`src/rtl/k_and_s_data_path_p.sv`:
```
// k_and_s_data_path_p: K&S data path (IR, PC, R0..R3, flags, ALU, optional iterative multiplier enabled by KS_DP_MUL_EN)
package k_and_s_pkg;
  typedef enum logic [4:0] {
    I_NOP, I_LOAD, I_STORE, I_MOVE, I_ADD, I_SUB, I_AND, I_OR, I_MUL,
    I_BRANCH, I_BZERO, I_BNEG, I_BOV, I_BNOV, I_BNNEG, I_BNZERO, I_HALT
  } decoded_instruction_type;
endpackage

module k_and_s_data_path_p
  import k_and_s_pkg::*;
#(
  parameter int DATA_W = 16,
  parameter int ADDR_W = 5
) (
  input  logic                    rst_n,
  input  logic                    clk,
  input  logic                    branch,
  input  logic                    pc_enable,
  input  logic                    ir_enable,
  input  logic                    addr_sel,
  input  logic                    c_sel,
  input  logic                    write_reg_enable,
  input  logic                    flags_reg_enable,
  input  logic [1:0]              operation,
  input  logic                    mul_start,
  output logic                    mul_busy,
  output logic                    mul_done,
  output decoded_instruction_type decoded_instruction,
  output logic                    zero_op,
  output logic                    neg_op,
  output logic                    unsigned_overflow,
  output logic                    signed_overflow,
  output logic [ADDR_W-1:0]       ram_addr,
  output logic [DATA_W-1:0]       data_out,
  input  logic [DATA_W-1:0]       data_in
);
  localparam int M = DATA_W - 1;
  logic [15:0]        ir;
  logic [ADDR_W-1:0]  pc, mem_addr;
  logic [DATA_W-1:0]  r [4];
  logic [1:0]         ra, rb, rc;
  logic               alu_fmt, is_br, is_mem;
  logic [DATA_W-1:0]  a_op, b_op, alu_out;
  logic [DATA_W:0]    sum, diff;
  logic               alu_uov, alu_sov;
  logic               wb;
  logic [1:0]         mc;
  logic [2*DATA_W-1:0] prod;
  logic               unused_ir7;
  assign unused_ir7 = ir[7];
  // opcode decode; anything unrecognised is a NOP
  always_comb begin
    decoded_instruction = I_NOP;
    case (ir[15:8])
      8'h81: decoded_instruction = I_LOAD;
      8'h82: decoded_instruction = I_STORE;
      8'h91: decoded_instruction = I_MOVE;
      8'hA1: decoded_instruction = I_ADD;
      8'hA2: decoded_instruction = I_SUB;
      8'hA3: decoded_instruction = I_AND;
      8'hA4: decoded_instruction = I_OR;
`ifdef KS_DP_MUL_EN
      8'hA5: decoded_instruction = I_MUL;
`endif
      8'h01: decoded_instruction = I_BRANCH;
      8'h02: decoded_instruction = I_BZERO;
      8'h03: decoded_instruction = I_BNEG;
      8'h05: decoded_instruction = I_BOV;
      8'h06: decoded_instruction = I_BNOV;
      8'h0A: decoded_instruction = I_BNNEG;
      8'h0B: decoded_instruction = I_BNZERO;
      8'hFF: decoded_instruction = I_HALT;
      default: decoded_instruction = I_NOP;
    endcase
  end
  assign alu_fmt  = decoded_instruction inside {I_ADD, I_SUB, I_AND, I_OR, I_MUL};
  assign is_br    = decoded_instruction inside {I_BRANCH, I_BZERO, I_BNEG, I_BOV, I_BNOV, I_BNNEG, I_BNZERO};
  assign is_mem   = is_br || decoded_instruction == I_LOAD || decoded_instruction == I_STORE;
  assign mem_addr = is_mem ? ir[ADDR_W-1:0] : '0;
  assign rc = decoded_instruction == I_LOAD ? ir[6:5] : decoded_instruction == I_MOVE ? ir[3:2] : alu_fmt ? ir[5:4] : 2'd0;
  assign ra = decoded_instruction == I_STORE ? ir[6:5] : (decoded_instruction == I_MOVE || alu_fmt) ? ir[1:0] : 2'd0;
  assign rb = decoded_instruction == I_MOVE ? ir[1:0] : alu_fmt ? ir[3:2] : 2'd0;
  assign a_op     = r[ra];
  assign b_op     = r[rb];
  assign data_out = a_op;
  assign ram_addr = addr_sel ? mem_addr : pc;
  // full-width ALU with carry/borrow and two's-complement overflow
  always_comb begin
    sum     = {1'b0, a_op} + {1'b0, b_op};
    diff    = {1'b0, a_op} - {1'b0, b_op};
    alu_out = operation == 2'b00 ? sum[M:0] : operation == 2'b01 ? diff[M:0] : operation == 2'b10 ? (a_op & b_op) : (a_op | b_op);
    alu_uov = operation == 2'b00 ? sum[DATA_W] : operation == 2'b01 ? diff[DATA_W] : 1'b0;
    alu_sov = operation == 2'b00 ? (a_op[M] == b_op[M]) && (sum[M] != a_op[M]) :
              operation == 2'b01 ? (a_op[M] != b_op[M]) && (diff[M] != a_op[M]) : 1'b0;
  end
`ifdef KS_DP_MUL_EN
  localparam int CNT_W = $clog2(DATA_W);
  localparam logic [CNT_W-1:0] LAST = CNT_W'(DATA_W - 2);
  typedef enum logic [1:0] {M_IDLE, M_RUN, M_WB} mul_state_t;
  mul_state_t          state, state_nx;
  logic [2*DATA_W-1:0] acc, mcand;
  logic [DATA_W-1:0]   mplier;
  logic [CNT_W-1:0]    cnt;
  logic                start_ok, done_q;
  assign start_ok = state == M_IDLE && mul_start && decoded_instruction == I_MUL;
  assign prod     = acc + (mplier[0] ? mcand : '0);
  assign wb       = state == M_WB;
  assign mul_busy = state != M_IDLE;
  assign mul_done = done_q;
  // multiplier state register
  always_ff @(posedge clk or negedge rst_n)
    if (!rst_n) state <= M_IDLE;
    else state <= state_nx;
  // RUN covers DATA_W-1 bits; the last bit is folded into the WB edge
  always_comb begin
    state_nx = state;
    state_nx = state == M_IDLE ? (start_ok ? M_RUN : M_IDLE) : state == M_RUN ? (cnt == LAST ? M_WB : M_RUN) : M_IDLE;
  end
  // operand capture and shift-add datapath
  always_ff @(posedge clk or negedge rst_n)
    if (!rst_n) begin
      acc    <= '0;
      mcand  <= '0;
      mplier <= '0;
      mc     <= '0;
      cnt    <= '0;
      done_q <= 1'b0;
    end else begin
      done_q <= wb;
      if (start_ok) begin
        acc    <= '0;
        mcand  <= {{DATA_W{1'b0}}, a_op};
        mplier <= b_op;
        mc     <= rc;
        cnt    <= '0;
      end else if (state != M_IDLE) begin
        acc    <= prod;
        mcand  <= mcand << 1;
        mplier <= mplier >> 1;
        cnt    <= cnt + 1'b1;
      end
    end
`else
  logic unused_mul;
  assign unused_mul = mul_start;
  assign wb       = 1'b0;
  assign mc       = 2'd0;
  assign prod     = '0;
  assign mul_busy = 1'b0;
  assign mul_done = 1'b0;
`endif
  // instruction register
  always_ff @(posedge clk or negedge rst_n)
    if (!rst_n) ir <= '0;
    else if (ir_enable) ir <= data_in[15:0];
  // program counter: branch target or wrapping increment
  always_ff @(posedge clk or negedge rst_n)
    if (!rst_n) pc <= '0;
    else if (pc_enable) pc <= branch ? mem_addr : pc + 1'b1;
  // register file; multiplier writeback overrides external writes
  always_ff @(posedge clk or negedge rst_n)
    if (!rst_n) r <= '{default: '0};
    else if (wb) r[mc] <= prod[M:0];
    else if (write_reg_enable) r[rc] <= c_sel ? data_in : alu_out;
  // flag register; multiplier writeback overrides ALU flag loads
  always_ff @(posedge clk or negedge rst_n)
    if (!rst_n) {zero_op, neg_op, unsigned_overflow, signed_overflow} <= '0;
    else if (wb) {zero_op, neg_op, unsigned_overflow, signed_overflow} <= {prod[M:0] == '0, prod[M], |prod[2*DATA_W-1:DATA_W], 1'b0};
    else if (flags_reg_enable) {zero_op, neg_op, unsigned_overflow, signed_overflow} <= {alu_out == '0, alu_out[M], alu_uov, alu_sov};
endmodule
```
`config.mk`:
```
export PLATFORM = sky130hd
export DESIGN_NAME = k_and_s_data_path_p
export DESIGN_NICKNAME = d
export VERILOG_FILES = /design/src/rtl/k_and_s_data_path_p.sv
export SDC_FILE = /design/constraint.sdc
export NUM_CORES = 1
export LEC_CHECK = 0
export CAP_MARGIN = 20
export CORE_UTILIZATION = 45
export DETAILED_ROUTE_END_ITERATION = 10
export GPL_TIMING_DRIVEN = 1
export SYNTH_ARGS = -nofsm -noshare
export SYNTH_HDL_FRONTEND = slang
export SYNTH_SLANG_ARGS = --single-unit
```
`constraint.sdc`:
```
create_clock -name clk -period 7.6 [get_ports clk]
set_clock_uncertainty 0.1 [all_clocks]
set_input_delay 0.76 -clock clk [delete_from_list [all_inputs] [get_ports clk]]
set_output_delay 0.76 -clock clk [all_outputs]
set_load 0.03 [all_outputs]
```
==> results.json, run 1 <==
{
  "status": "complete, no violations",
  "ys_seq_elements": 88,
  "synth_area_sq_mm": 0.00756,
  "grt_antenna_before_repair": 0,
  "ios": 60,
  "die_h_um": 132,
  "yosysTopAreaCell": "dfrtp_1",
  "cts_sinks": 88,
  "synthTopCellsByCount": "dfrtp_1, nor2_1, mux2_2, nand2_1, inv_1",
  "p_comb_share_pct": 62.1,
  "r2r-end": "zero_op$_DFFE_PN0P_",
  "cts_buffers": 9,
  "start_util_pct": 45.9,
  "drt-total-wl_um": 22200,
  "p_int_uw": 1590,
  "multiInputGateArea_sq_mm": 0.00492,
  "path_cells": "nand4bb_1 -> or4_4 -> o21ai_4 -> buf_4 -> mux2i_1 -> nor2_1 -> a221o_1 -> inv_1 -> ha_1 -> o21bai_1 -> a2111oi_0 -> buf_4 -> o21ai_0 -> nand2_1 -> o2bb2a_1 -> o221ai_1 -> o2111ai_1 -> a2111oi_0 -> nand4_1 -> o32ai_1",
  "grt.overflow.total": 0,
  "finalSetupTns_ps": 0,
  "synth_top_area_share_pct": 29.1,
  "synth_compound_area_share_pct": 20.7,
  "rsz0062_at_grt": "no",
  "drtPass1Iterations": 5,
  "worst_pin_slew_ps": 1100,
  "via_per_inst": 6.04,
  "synthSimpleGateAreaFrac_pct": 15.5,
  "setup_violations": 0,
  "synth-xor-area-share_pct": 1.51,
  "critPathTopFamily": "compound AO/OA/AOI/OAI gates",
  "layout-drive-gt1-share_pct": 14.2,
  "cp_max_fo": 13,
  "core_sq_mm": 0.0165,
  "grt_pass1_wl_um": 35400,
  "place.gp.congestion": 0.899,
  "dp_hpwl_um": 16300,
  "final_max_slew_viol_count": 0,
  "layout.nets": 954,
  "num_vias": 6642,
  "drv_cap": 0,
  "synth-edff-count": 0,
  "fin_crit_sh_pct": 84.4,
  "grt_pass1_vias": 6473,
  "vdd_drop_max_v": 0.000148,
  "clk_pin_slew_ps": 70,
  "clk_latency_ps": 360,
  "r2r-start": "ir[12]$_DFFE_PN0P_",
  "min_period_ps": 6410,
  "crit_path_max_incr_delay_ps": 560,
  "cp-start-kind": "flop",
  "synth_cell_types": 82,
  "p_leak_uw": 0.00387,
  "path_class": "flop to flop",
  "synthFlopType": "dfrtp_1",
  "cts_max_level": 3,
  "syn_avg_cell_area_sq_um": 8.95,
  "post-cts-setup-buffers": 0,
  "hp-class": "input pin to asynchronous set/reset pin",
  "async_reset_ff_share_pct": 100,
  "critical_path_depth": 20,
  "cp_num_buf_inv": 3,
  "cp-end-kind": "flop",
  "synth-seq-area-share_pct": 29.1,
  "grt_max_degree": 53,
  "final_hold_viol_count": 0,
  "cts_tree": "yes",
  "setup_ws_ps": 1190,
  "seq_area_sq_mm": 0.00220,
  "place_ws_ps": 1360,
  "synthAdderAreaFrac_pct": 8.47,
  "synth_mux_area_share_pct": 18.7,
  "r2r_cells": 20,
  "relSlewSlack_pct": 26.7,
  "diodes": 0,
  "synth_area_leaders": "dfrtp_1, mux2_2, ha_1, mux2i_1, nor2_1",
  "drc": 0,
  "port_buffers": 56,
  "synth_top_family_by_area": "compound AO/OA/AOI/OAI gates",
  "p_sw_share_pct": 45.9,
  "grt_usage_pct": 26.1,
  "nFillCells": 1538,
  "cts.path.max_buffers": 2,
  "final_area_sq_mm": 0.00856,
  "wl_per_cell_um": 20.2,
  "ant_nets": 0,
  "dieArea_sq_mm": 0.0173,
  "timing.fmax_ghz": 0.156,
  "cp.required_ps": 7760,
  "syn2layout_area_growth_pct": 13.3,
  "power_density_mw_per_mm2": 343,
  "first_iter_violations": 539,
  "placedInstanceArea_sq_mm": 0.00829,
  "power_frac_clock_pct": 15.1,
  "power.share.sequential_pct": 22.8,
  "synth_most_common_cell": "dfrtp_1",
  "cp.arrival_ps": 6580,
  "netlist_instances": 845,
  "die_x_um": 132,
  "cts_root_buf": "clkbuf_16",
  "p_sw_uw": 1350,
  "ys.warnings.count": 0,
  "crit_path_top_delay_cell": "or4_4",
  "ctsResizeCount": 0,
  "cts_hold_buf": 0,
  "r2r_slack_ps": 1190,
  "num_rows": 47
}
==> logic make-up (layout without fill, tap and decap cells) <==
group / Yosys count / in the layout
DFF: 88 / 88
and+or+nand+nor: 238 / 238
buffers and inverters: 110 / 143
adders and majority gates: 50 / 50
muxes: 128 / 128
AOI/OAI and AO/OA: 217 / 217
xor gates and xnor gates: 13 / 13
other: 1 / 2
==> metrics by stage <==
step	util (%)	instances	power (uW)	hold slack, ps
after global placement	50.2	1084	2420	385
after floorplan	-	846	2000	364
final	52.0	1099	2940	269
after global routing	52.0	1099	3160	301
after detailed placement	50.3	1085	2470	399
after CTS	52.0	1099	2930	281
==> layout make-up <==
| cell class | instances | share of cell area, % |
|---|---|---|
| multi-input cells | 648 | 57.5 |
| clock inverters | 4 | 0.555 |
| inverters | 60 | 2.63 |
| clock buffers | 10 | 2.67 |
| flip-flops and latches | 88 | 25.7 |
| well taps | 220 | 3.21 |
| repair buffers | 69 | 7.74 |
==> power by group through the flow <==
stage                     clock (uW)  combinational, uW  sequential [uW]
after floorplan                    0               1340              661
after global placement             0               1750              668
after global routing             473               2000              687
after CTS                        455               1810              669
final                            444               1830              671
after detailed placement           0               1800              677
==> registers in the layout (all words and copies together), names as in the netlist <==
name               cells
ir                    15
neg_op                 1
pc                     5
r                     64
signed_overflow        1
unsigned_overflow      1
zero_op                1
==> worst max-delay path by stage <==
stage,from,to
after floorplan,ir[10]$_DFFE_PN0P_,r[46]$_DFFE_PN0P_
after global placement,ir[12]$_DFFE_PN0P_,zero_op$_DFFE_PN0P_
after detailed placement,ir[12]$_DFFE_PN0P_,r[31]$_DFFE_PN0P_
after CTS,ir[12]$_DFFE_PN0P_,zero_op$_DFFE_PN0P_
after global routing,ir[12]$_DFFE_PN0P_,zero_op$_DFFE_PN0P_
final,ir[12]$_DFFE_PN0P_,zero_op$_DFFE_PN0P_
==> metal layers <==
metal	up-vias	GRT usage, %	share of wire [%]
met5	-	0	0
met3	30	3.51	5.0
met4	0	10.1	2.0
met2	212	42.2	47
li1	3118	-	-
met1	3282	35.3	46
==> placed cells by master, fill, tap and decap left out, types with 14 or more instances in the layout <==
| master | count |
|---|---|
| a21oi_1 | 44 |
| a221o_1 | 17 |
| clkdlybuf4s50_1 | 55 |
| dfrtp_1 | 88 |
| ha_1 | 48 |
| inv_1 | 59 |
| mux2_2 | 73 |
| mux2i_1 | 51 |
| nand2_1 | 61 |
| nand3_1 | 17 |
| nor2_1 | 74 |
| nor2b_1 | 14 |
| nor3_1 | 14 |
| o21ai_0 | 46 |
==> worst reg2reg max path: cells and delay by family (launching register included) <==
kind	cells	cell delay, ps
compound gates	10	3080
fa+ha+maj	1	330
buf+inv	3	590
flops	1	530
mux	1	220
simple gates	5	1470
Note: power is estimated with default switching activity, not from simulation.
==> run 2: changes to the inputs <==
PLACE_DENSITY = 0.67   (was unset)
clock period = 5.6 ns   (was 7.6 ns; I/O delays follow)
==> results.json, run 2 (synthesis results as in run 1) <==
{
  "worst_pin_slew_ps": 1100,
  "path_class": "flop to flop",
  "syn2layout_area_growth_pct": 22.7,
  "largest_reg_flops": 64,
  "rsz0062_at_grt": "no",
  "die_x_um": 132,
  "fin_cells": 1184,
  "start_util_pct": 45.9,
  "port_buffers": 56,
  "nFillCells": 1475,
  "cts.path.max_buffers": 2,
  "whs_ps": 10.9,
  "largest_register": "r",
  "num_rows": 47,
  "p_leak_uw": 0.00430,
  "grt.overflow.total": 0,
  "layout-drive-gt1-share_pct": 22.4,
  "final_max_slew_viol_count": 0,
  "via_per_inst": 5.72,
  "cp.arrival_ps": 5460,
  "placedInstanceArea_sq_mm": 0.00888,
  "num_vias": 6771,
  "wl_met3_um": 1020,
  "finalSetupTns_ps": 0,
  "top_layer": "met4",
  "power_density_mw_per_mm2": 475,
  "drc": 1,
  "grt_pass1_wl_um": 33700,
  "diodes": 0,
  "min_period_ps": 5310,
  "grt_usage_pct": 24.7,
  "clk_latency_ps": 360,
  "ant_nets": 0,
  "wl_met2_um": 9950,
  "crit_path_max_incr_delay_ps": 540,
  "cts_root_buf": "clkbuf_16",
  "final_common_cell": "buf_4",
  "grt_pass1_vias": 6355,
  "path_cells": "o21a_4 -> or4_4 -> o21ai_4 -> buf_12 -> mux2i_1 -> nor2_1 -> a221o_1 -> inv_1 -> ha_1 -> nor2b_1 -> o21bai_1 -> a21oi_1 -> o21ba_2 -> or3_1 -> o31a_4 -> buf_4 -> nor4_1 -> a31oi_1 -> a41oi_1 -> a21oi_1 -> mux2_2",
  "dp_hpwl_um": 16000,
  "cp-startpoint": "ir[10]$_DFFE_PN0P_",
  "final_hold_viol_count": 0,
  "place.gp.congestion": 0.930,
  "cp-end-kind": "flop",
  "drt-total-wl_um": 21200,
  "crit_path_top_delay_cell": "or4_4",
  "grt_max_degree": 62,
  "cts_buffers": 9,
  "vdd_drop_max_v": 0.000190,
  "setup_violations": 0,
  "cp-start-kind": "flop",
  "core_sq_mm": 0.0165,
  "status": "complete, but fails checks",
  "cts_sinks": 88,
  "cts_max_level": 3,
  "setup_ws_ps": 293,
  "layout_common_cells": "buf_4, dfrtp_1, nor2_1, mux2_2, nand2_1",
  "layout.nets": 1037,
  "largestRegisters": "r x64, ir x15, pc x5",
  "timing.fmax_ghz": 0.188,
  "grt_antenna_before_repair": 0,
  "relSlewSlack_pct": 26.7,
  "cts_tree": "yes",
  "wl_met1_um": 9720,
  "cp.required_ps": 5750,
  "drtPass1Iterations": 8,
  "drv_cap": 0,
  "cts_hold_buf": 0,
  "place_ws_ps": 10.5,
  "wl_per_cell_um": 17.9,
  "dieArea_sq_mm": 0.0173,
  "fin_crit_sh_pct": 94.8,
  "clk_pin_slew_ps": 80,
  "r2r-start": "ir[10]$_DFFE_PN0P_",
  "placed_cells": 1163,
  "final_area_sq_mm": 0.00928,
  "die_h_um": 132,
  "hp-class": "input pin to asynchronous set/reset pin",
  "cp_max_fo": 9,
  "violations": "design-rule violations",
  "crit_top_cell": "a21oi_1",
  "ios": 60,
  "first_iter_violations": 475
}
-- run 2: cell types whose count changed in the layout (fill, tap and decap cells not counted), moves of 2 or more --
cell,before,now
clkinv_2,2,0
buf_12,0,2
buf_4,13,95
clkinvlp_4,1,3
-- run 2: report_power, final --
part	internal, uW	total, uW	switching (uW)
Combinational	1320	2820	1490
Sequential	784	904	120
Clock	405	686	281
Total	2510	4410	1890
-- run 2: final timing paths --
kind	to	slack (ps)	cells after the start
worst min register to register	r[52]$_DFFE_PN0P_	410	2
worst max-delay path	r[29]$_DFFE_PN0P_	290	21
worst max register to register	r[29]$_DFFE_PN0P_	290	21
worst min-delay path	ir[9]$_DFFE_PN0P_	10	1
max in group asynchronous	r[25]$_DFFE_PN0P_	4280	2
min in group clk	r[52]$_DFFE_PN0P_	410	2
-- run 2: layout make-up --
type	count	area (sq um)	area share [%]
tap	220	275	2.97
clock buffer	10	239	2.58
timing repair buffer	152	1300	14.1
inverter	60	225	2.43
clock inverter	6	91.3	0.984
multi-input combinational	648	4940	53.3
sequential	88	2200	23.7
-- run 2: through the flow --
step                utilization, %  power, uW
detailed placement            53.9       3680
finish                        56.4       4410
global placement              53.9       3640
global route                  56.4       4730
floorplan                        -       2720
CTS                           55.9       4390
-- run 2: repair_timing --
action                                  4_1_cts  5_1_grt
setup buffers                                 0        5
endpoints found under the setup margin        0       17
resized for setup                             0        6
-- run 2: metal layers --
metal,global-route usage (%),up-vias
met5,0,-
met4,9.88,0
met3,3.90,30
met2,39.6,183
met1,33.3,3261
li1,-,3297
-- run 2: worst max-delay path: cells and delay by family, from the launching register on --
kind / cells / cell delay, ps
AOI/OAI and AO/OA: 10 / 2090
and+or+nand+nor: 5 / 1300
buffers and inverters: 3 / 440
DFF: 1 / 490
adders and majority gates: 1 / 260
muxes: 2 / 540
==> run 3: changes to the inputs <==
CAP_MARGIN = unset   (was 20)
==> results of run 3 <==
Final layout, timing and power as in run 2 (identical DEF).
